**config.mk**
```make
export PLATFORM = sky130hd
export DESIGN_NAME = itu656_decoder_flat
export DESIGN_NICKNAME = d
export VERILOG_FILES = /design/src/rtl/itu656_pkg.sv /design/src/rtl/itu656_if.sv /design/src/rtl/itu656_trs_detect.sv /design/src/rtl/itu656_decoder.sv /design/src/flat_wrapper.sv
export SDC_FILE = /design/constraint.sdc
export NUM_CORES = 1
export LEC_CHECK = 0
export CORE_UTILIZATION = 53
export DETAILED_ROUTE_END_ITERATION = 6
export PLACE_DENSITY_LB_ADDON = 0.3
export SLEW_MARGIN = 0
export SYNTH_ARGS = -nofsm -noshare
export SYNTH_HDL_FRONTEND = slang
export SYNTH_SLANG_ARGS = --single-unit
```
**constraint.sdc**
```tcl
create_clock -name clk -period 2.2 [get_ports clk]
set_input_delay 0.22 -clock clk [delete_from_list [all_inputs] [get_ports clk]]
set_output_delay 0.22 -clock clk [all_outputs]
set_load 0.01 [all_outputs]
```
**src/rtl/itu656_pkg.sv**
```systemverilog
// rtl/itu656_pkg.sv - shared constants, state encodings and XY check for the BT.656 decoder
package itu656_pkg;

    localparam logic [7:0] TRS_FF = 8'hFF;
    localparam logic [7:0] TRS_00 = 8'h00;

    localparam int DEF_MAX_PAIRS = 360;
    localparam int DEF_MAX_LINES = 312;

    typedef enum logic [1:0] {
        ST_HUNT,
        ST_P1,
        ST_P2,
        ST_XY
    } trs_state_t;

    typedef enum logic [1:0] {
        PH_CB,
        PH_Y0,
        PH_CR,
        PH_Y1
    } phase_t;

    // XY = {1,F,V,H,P3,P2,P1,P0}; protection bits are parities of F/V/H.
    function automatic logic xy_ok(input logic [7:0] b);
        logic f, v, h;
        f = b[6];
        v = b[5];
        h = b[4];
        return b[7] && (b[3] == (v ^ h)) && (b[2] == (f ^ h)) &&
               (b[1] == (f ^ v)) && (b[0] == (f ^ v ^ h));
    endfunction

endpackage

```
**src/rtl/itu656_if.sv**
```systemverilog
// rtl/itu656_if.sv - decoded pixel-pair and timing outputs of the BT.656 decoder
// master: driven by itu656_decoder; slave: consumed by the line buffer
interface itu656_if;
    logic       pair_valid;
    logic [7:0] pair_cb;
    logic [7:0] pair_y0;
    logic [7:0] pair_cr;
    logic [7:0] pair_y1;
    logic [8:0] pair_x;
    logic [8:0] line;
    logic       field;
    logic       vblank;
    logic       sol;
    logic       sof;
    logic       xy_err;
    logic       ovf;

    modport master (
        output pair_valid, pair_cb, pair_y0, pair_cr, pair_y1, pair_x, line,
        output field, vblank, sol, sof, xy_err, ovf
    );

    modport slave (
        input pair_valid, pair_cb, pair_y0, pair_cr, pair_y1, pair_x, line,
        input field, vblank, sol, sof, xy_err, ovf
    );
endinterface

```
**src/rtl/itu656_trs_detect.sv**
```systemverilog
// rtl/itu656_trs_detect.sv - FF 00 00 XY preamble tracker and XY protection check
// Ports: clk, rst_n; d (registered stream byte); code_valid/code_err (XY byte judged
// this cycle); code_f/v/h (XY flags); preamble_hit (byte is FF); hunt (no preamble in progress)
module itu656_trs_detect
    import itu656_pkg::*;
(
    input  logic       clk,
    input  logic       rst_n,
    input  logic [7:0] d,
    output logic       code_valid,
    output logic       code_err,
    output logic       code_f,
    output logic       code_v,
    output logic       code_h,
    output logic       preamble_hit,
    output logic       hunt
);

    trs_state_t state_q, state_d;

    always_ff @(posedge clk or negedge rst_n) begin
        if (!rst_n) begin
            state_q <= ST_HUNT;
        end else begin
            state_q <= state_d;
        end
    end

    always_comb begin
        state_d    = state_q;
        code_valid = 1'b0;
        code_err   = 1'b0;
        case (state_q)
            ST_HUNT: if (d == TRS_FF) state_d = ST_P1;
            ST_P1: begin
                if (d == TRS_00)      state_d = ST_P2;
                else if (d != TRS_FF) state_d = ST_HUNT;
            end
            ST_P2: begin
                if (d == TRS_00)      state_d = ST_XY;
                else if (d == TRS_FF) state_d = ST_P1;
                else                  state_d = ST_HUNT;
            end
            ST_XY: begin
                state_d    = ST_HUNT;
                code_valid = xy_ok(d);
                code_err   = !xy_ok(d);
            end
            default: state_d = ST_HUNT;
        endcase
    end

    assign code_f       = d[6];
    assign code_v       = d[5];
    assign code_h       = d[4];
    assign preamble_hit = (d == TRS_FF);
    assign hunt         = (state_q == ST_HUNT);

endmodule

```
**src/rtl/itu656_decoder.sv**
```systemverilog
// rtl/itu656_decoder.sv - BT.656 byte stream to 4:2:2 pixel pairs with line/field timing
// Ports: clk, rst_n (async active-low), td_data (BT.656 bytes), bus (itu656_if.master:
// pair_valid/cb/y0/cr/y1/pair_x/line, field, vblank, sol, sof, xy_err, ovf)
module itu656_decoder
    import itu656_pkg::*;
#(
    parameter int MAX_PAIRS = DEF_MAX_PAIRS,
    parameter int MAX_LINES = DEF_MAX_LINES
) (
    input  logic        clk,
    input  logic        rst_n,
    input  logic [7:0]  td_data,
    itu656_if.master    bus
);

    logic [7:0] d_q;
    logic       code_valid, code_err, code_f, code_v, code_h;
    logic       preamble_hit, hunt;
    logic       active;
    phase_t     phase;
    logic [8:0] pair_cnt;
    logic [7:0] cb_q, y0_q, cr_q;

    always_ff @(posedge clk or negedge rst_n) begin
        if (!rst_n) d_q <= 8'h00;
        else        d_q <= td_data;
    end

    itu656_trs_detect u_trs (
        .clk          (clk),
        .rst_n        (rst_n),
        .d            (d_q),
        .code_valid   (code_valid),
        .code_err     (code_err),
        .code_f       (code_f),
        .code_v       (code_v),
        .code_h       (code_h),
        .preamble_hit (preamble_hit),
        .hunt         (hunt)
    );

    always_ff @(posedge clk or negedge rst_n) begin
        if (!rst_n) begin
            active         <= 1'b0;
            phase          <= PH_CB;
            pair_cnt       <= 9'd0;
            cb_q           <= 8'h00;
            y0_q           <= 8'h00;
            cr_q           <= 8'h00;
            bus.pair_valid <= 1'b0;
            bus.pair_cb    <= 8'h00;
            bus.pair_y0    <= 8'h00;
            bus.pair_cr    <= 8'h00;
            bus.pair_y1    <= 8'h00;
            bus.pair_x     <= 9'd0;
            bus.line       <= 9'd0;
            bus.field      <= 1'b0;
            bus.vblank     <= 1'b1;
            bus.sol        <= 1'b0;
            bus.sof        <= 1'b0;
            bus.xy_err     <= 1'b0;
            bus.ovf        <= 1'b0;
        end else begin
            bus.pair_valid <= 1'b0;
            bus.sol        <= 1'b0;
            bus.sof        <= 1'b0;
            bus.xy_err     <= 1'b0;
            if (code_err) begin
                bus.xy_err <= 1'b1;
            end else if (code_valid) begin
                bus.field  <= code_f;
                bus.vblank <= code_v;
                if (code_h || code_v) begin
                    active <= 1'b0;
                end else begin
                    active   <= 1'b1;
                    phase    <= PH_CB;
                    pair_cnt <= 9'd0;
                    bus.sol  <= 1'b1;
                    bus.ovf  <= 1'b0;
                    // bus.vblank still holds the previous code's V here
                    if (bus.vblank) begin
                        bus.sof  <= 1'b1;
                        bus.line <= 9'd0;
                    end else if (bus.line != 9'(MAX_LINES - 1)) begin
                        bus.line <= bus.line + 9'd1;
                    end
                end
            end else if (active && hunt) begin
                // Bytes seen while a preamble is being matched are not video data;
                // an FF here starts a TRS and throws away any partial pair.
                if (preamble_hit) begin
                    phase <= PH_CB;
                end else begin
                    case (phase)
                        PH_CB: begin cb_q <= d_q; phase <= PH_Y0; end
                        PH_Y0: begin y0_q <= d_q; phase <= PH_CR; end
                        PH_CR: begin cr_q <= d_q; phase <= PH_Y1; end
                        PH_Y1: begin
                            phase <= PH_CB;
                            if (pair_cnt < 9'(MAX_PAIRS)) begin
                                bus.pair_valid <= 1'b1;
                                bus.pair_cb    <= cb_q;
                                bus.pair_y0    <= y0_q;
                                bus.pair_cr    <= cr_q;
                                bus.pair_y1    <= d_q;
                                bus.pair_x     <= pair_cnt;
                                pair_cnt       <= pair_cnt + 9'd1;
                            end else begin
                                bus.ovf <= 1'b1;
                            end
                        end
                        default: phase <= PH_CB;
                    endcase
                end
            end
        end
    end

endmodule
```
**src/flat_wrapper.sv**
```systemverilog
// flat-port wrapper written by rule: the top's interface ports become plain ports
module itu656_decoder_flat import itu656_pkg::*;
#(
    parameter int MAX_PAIRS = DEF_MAX_PAIRS,
    parameter int MAX_LINES = DEF_MAX_LINES
)
  (clk, rst_n, td_data, bus_pair_valid, bus_pair_cb, bus_pair_y0, bus_pair_cr, bus_pair_y1, bus_pair_x, bus_line, bus_field, bus_vblank, bus_sol, bus_sof, bus_xy_err, bus_ovf);
  itu656_if bus_i ();
  input  logic clk;
  input  logic rst_n;
  input  logic [7:0] td_data;
  output wire logic [$bits(bus_i.pair_valid)-1:0] bus_pair_valid;
  output wire logic [$bits(bus_i.pair_cb)-1:0] bus_pair_cb;
  output wire logic [$bits(bus_i.pair_y0)-1:0] bus_pair_y0;
  output wire logic [$bits(bus_i.pair_cr)-1:0] bus_pair_cr;
  output wire logic [$bits(bus_i.pair_y1)-1:0] bus_pair_y1;
  output wire logic [$bits(bus_i.pair_x)-1:0] bus_pair_x;
  output wire logic [$bits(bus_i.line)-1:0] bus_line;
  output wire logic [$bits(bus_i.field)-1:0] bus_field;
  output wire logic [$bits(bus_i.vblank)-1:0] bus_vblank;
  output wire logic [$bits(bus_i.sol)-1:0] bus_sol;
  output wire logic [$bits(bus_i.sof)-1:0] bus_sof;
  output wire logic [$bits(bus_i.xy_err)-1:0] bus_xy_err;
  output wire logic [$bits(bus_i.ovf)-1:0] bus_ovf;
  assign bus_pair_valid = bus_i.pair_valid;
  assign bus_pair_cb = bus_i.pair_cb;
  assign bus_pair_y0 = bus_i.pair_y0;
  assign bus_pair_cr = bus_i.pair_cr;
  assign bus_pair_y1 = bus_i.pair_y1;
  assign bus_pair_x = bus_i.pair_x;
  assign bus_line = bus_i.line;
  assign bus_field = bus_i.field;
  assign bus_vblank = bus_i.vblank;
  assign bus_sol = bus_i.sol;
  assign bus_sof = bus_i.sof;
  assign bus_xy_err = bus_i.xy_err;
  assign bus_ovf = bus_i.ovf;
  itu656_decoder #(.MAX_PAIRS(MAX_PAIRS), .MAX_LINES(MAX_LINES)) u_core (.clk(clk), .rst_n(rst_n), .td_data(td_data), .bus(bus_i));
endmodule
```
==> qor.yml <==
run_status:
  status: "completed"
routing:
  wl_per_cell_um: 14.85
  antenna_left: 0
  wl_met1_um: 4035
  via_per_inst: 5.371
  drt-initial-drc-count: 201
  dr.max_layer_used: "met4"
  met2WireLength_um: 4388
  drc: 0
  dr_total_vias: 3271
  wl_met3_um: 436
  dr.pass1.iters: 5
  wirelength_um: 9042
power:
  p_leak_nw: 2.645
  power.switching_fraction: 0.2123
  power.internal_mw: 2.608
  power_density_nw_per_um2: 611.9
  p_clk_frac: 0.389
  p_seq_frac: 0.577
  combPwrFrac: 0.034
  vdd_drop_max_mv: 0.3837
  p_sw_mw: 0.7028
global_route:
  grt_pass1_vias: 3187
  overflow: 0
  antenna_found_initial: 0
  grt_pass1_wl_um: 15260
  grt.total_usage: 0.2328
  grt_max_degree: 50
clocking:
  cts_buffer_depth: 2
  cts_num_sinks: 103
  cts_buffers: 9
  clockRootBuffer: "clkbuf_8"
  cts_tree: "done"
  cts_max_level: 3
  insertion_delay_ns: 0.37
  postCtsSetupBuffers: 0
  clk_pin_slew_worst_paths_ns: 0.09
worst_setup_path:
  reg2reg_slack_ns: 0.14
  crit_required_ns: 2.46
  r2r_cells: 4
  worstPathMaxFanout: 10
  endpoint_kind: "register"
  r2r-end: "u_core.phase[1]$_DFFE_PN0P_"
  r2r-start: "u_core.d_q[5]$_DFF_PN0_"
  startpoint_type: "register"
  arrival_ns: 2.31
  critPathKind: "register to register"
layout:
  fin_util: 0.6929
  nNetsFinal: 522
  final_area_sq_um: 5410
  n_antenna_cell: 0
  layout.cells.non_filler: 609
  drive_gt1_frac: 0.1183
  syn_to_final_growth_pct: 25.01
placement:
  place_inst: 593
  dpl.hpwl_um: 6261
  gp_congestion: 0.8261
  postPlaceCellArea_sq_um: 5180
  dp_slack_ns: 0.1280
  port-buffer-count: 66
synthesis:
  syn_inst: 422
  synth_top_cell_by_area: "dfrtp_1"
  ys_async_sr_fraction: 1.000
  syn_area_sq_um: 4328
  syn_area_per_cell_sq_um: 10.26
  synth_fp_nets: 441
  synth_ff_type: "dfrtp_1"
  synth_seq_cells: 103
  synth_top_area_frac: 0.5898
  ys_types: 46
  synth_edf_count: 0
  ys_seq_area_frac: 0.5958
  yosysWarnings: 0
  synth_commonest_cells: "nand2_1, dfrtp_1, o21ai_0, a21oi_1, nand3_1"
  synth_area_leaders: "dfrtp_1, nand2_1, mux2_2, ha_1, o21ai_0"
  yosysMostFrequentCell: "nand2_1"
min_path:
  holdPathStages: 1
  whs_endpoint: "u_core.d_q[1]$_DFF_PN0_"
  min_path_type: "input port to register"
  min-delay-start: "td_data[1]"
sta:
  worst_slew_margin_rel: 0.6214
  rsz0062_at_grt: "yes"
  worst_slack_ns: 0.1440
  hold_viol: 0
  worst_pin_slew_ns: 0.5679
  skew_ns: 0.01018
  fmax_mhz: 486.4
  min_period_ns: 2.056
  finalCritPeriodShare: 0.9345
  whs_ns: 0.2806
  setup_viol: 0
  maxSlewViolCount: 0
floorplanning:
  die_x_um: 92.37
  initial_core_util: 0.5543
  ios: 67
  rows: 32
  die-area_sq_um: 8531
  die_h_um: 92.37
  core_sq_um: 7807
job:
  maxCapViolCount: 0
[power groups by stage]
stage               sequential [mW]  clock [mW]  combinational, mW
floorplan                      1.95           0             0.0333
detailed placement             1.95           0              0.113
global route                   1.91        1.38              0.128
global placement               1.95           0              0.112
CTS                            1.91        1.30              0.115
finish                         1.91        1.29              0.113
[flip-flops by register name, summed over array words and instances, names as in the netlist]
register / flops
u_core.bus.sol: 1
u_core.bus.pair_cr: 8
u_core.phase: 2
u_core.y0_q: 8
u_core.bus.xy_err: 1
u_core.bus.vblank: 1
u_core.u_trs.state_q: 2
u_core.bus.pair_x: 9
u_core.bus.sof: 1
u_core.pair_cnt: 9
u_core.bus.pair_cb: 8
u_core.bus.pair_y0: 8
u_core.cr_q: 8
u_core.d_q: 8
u_core.cb_q: 8
u_core.bus.field: 1
u_core.bus.pair_valid: 1
u_core.active: 1
u_core.bus.pair_y1: 8
u_core.bus.ovf: 1
u_core.bus.line: 9
[metrics by stage]
step	setup TNS (ns)	total power, mW
6_report	0	3.310
5_1_grt	-0.002909	3.421
4_1_cts	0	3.330
3_5_place_dp	0	2.060
3_3_place_gp	0	2.058
2_1_floorplan	0	1.979
[layout make-up]
| cell class | instances | area [sq um] |
|---|---|---|
| timing repair buffer | 85 | 815.8 |
| fill | 634 | 2397 |
| sequential | 103 | 2579 |
| multi-input combinational | 293 | 1628 |
| tap | 102 | 127.6 |
| clock inverter | 5 | 81.33 |
| clock buffer | 10 | 137.6 |
| inverter | 11 | 41.29 |
[routing by layer]
metal,global-route usage,vias to the layer above
li1,-,1568
met2,0.3790,96
met4,0.1068,0
met3,0.04105,20
met1,0.3057,1587
met5,0,-
[how the worst max path moves through the flow]
stage                                          end               startpoint  depth (start not counted)  slack, ns
CTS                    u_core.phase[1]$_DFFE_PN0P_  u_core.d_q[5]$_DFF_PN0_                          4       0.11
global route        u_core.bus.line[2]$_DFFE_PN0P_  u_core.d_q[5]$_DFF_PN0_                          7     -0.003
finish                 u_core.phase[1]$_DFFE_PN0P_  u_core.d_q[5]$_DFF_PN0_                          4       0.14
global placement       u_core.phase[1]$_DFFE_PN0P_  u_core.d_q[5]$_DFF_PN0_                          4       0.16
detailed placement     u_core.phase[1]$_DFFE_PN0P_  u_core.d_q[5]$_DFF_PN0_                          4       0.13
floorplan              u_core.phase[1]$_DFFE_PN0P_  u_core.d_q[6]$_DFF_PN0_                          7       0.24
[cell families (layout without fill, tap and decap cells)]
family / count (synthesis) / count (layout) / synth area share
AOI/OAI and AO/OA: 55 / 55 / 0.08211
buffers and inverters: 26 / 111 / 0.02833
DFF: 103 / 103 / 0.5958
and+or+nand+nor: 204 / 204 / 0.2044
muxes: 18 / 18 / 0.04597
xor gates and xnor gates: 7 / 7 / 0.01735
adders and majority gates: 9 / 9 / 0.02602
[cell usage in the layout (no fill, tap or decap), types with 4 or more instances in the layout]
cell / netlist / final
nand2_1: 143 / 143
dfrtp_1: 102 / 102
clkdlybuf4s50_1: 0 / 65
o21ai_0: 18 / 18
buf_4: 1 / 18
nand3_1: 16 / 16
a21oi_1: 16 / 16
nor2_1: 15 / 15
mux2_2: 15 / 15
inv_1: 11 / 11
clkbuf_8: 0 / 10
ha_1: 9 / 9
nand4_1: 5 / 5
or3_1: 4 / 4
xnor2_1: 4 / 4
nand3b_1: 4 / 4
o211ai_1: 4 / 4
[worst max-delay path, stage by stage (launching register included)]
cell      delay (ns)
dfrtp_1         0.43
xor2_1          0.19
or3_1           0.45
a2111o_1        0.56
a32o_1          0.32
[what timing repair did]
item | in CTS | in global routing
hold buffers | 1 | 0
setup endpoints to repair | 0 | 6
gates resized for setup | 0 | 1
hold endpoints to repair | 38 | 0
Power figures use the tool's default switching activity.
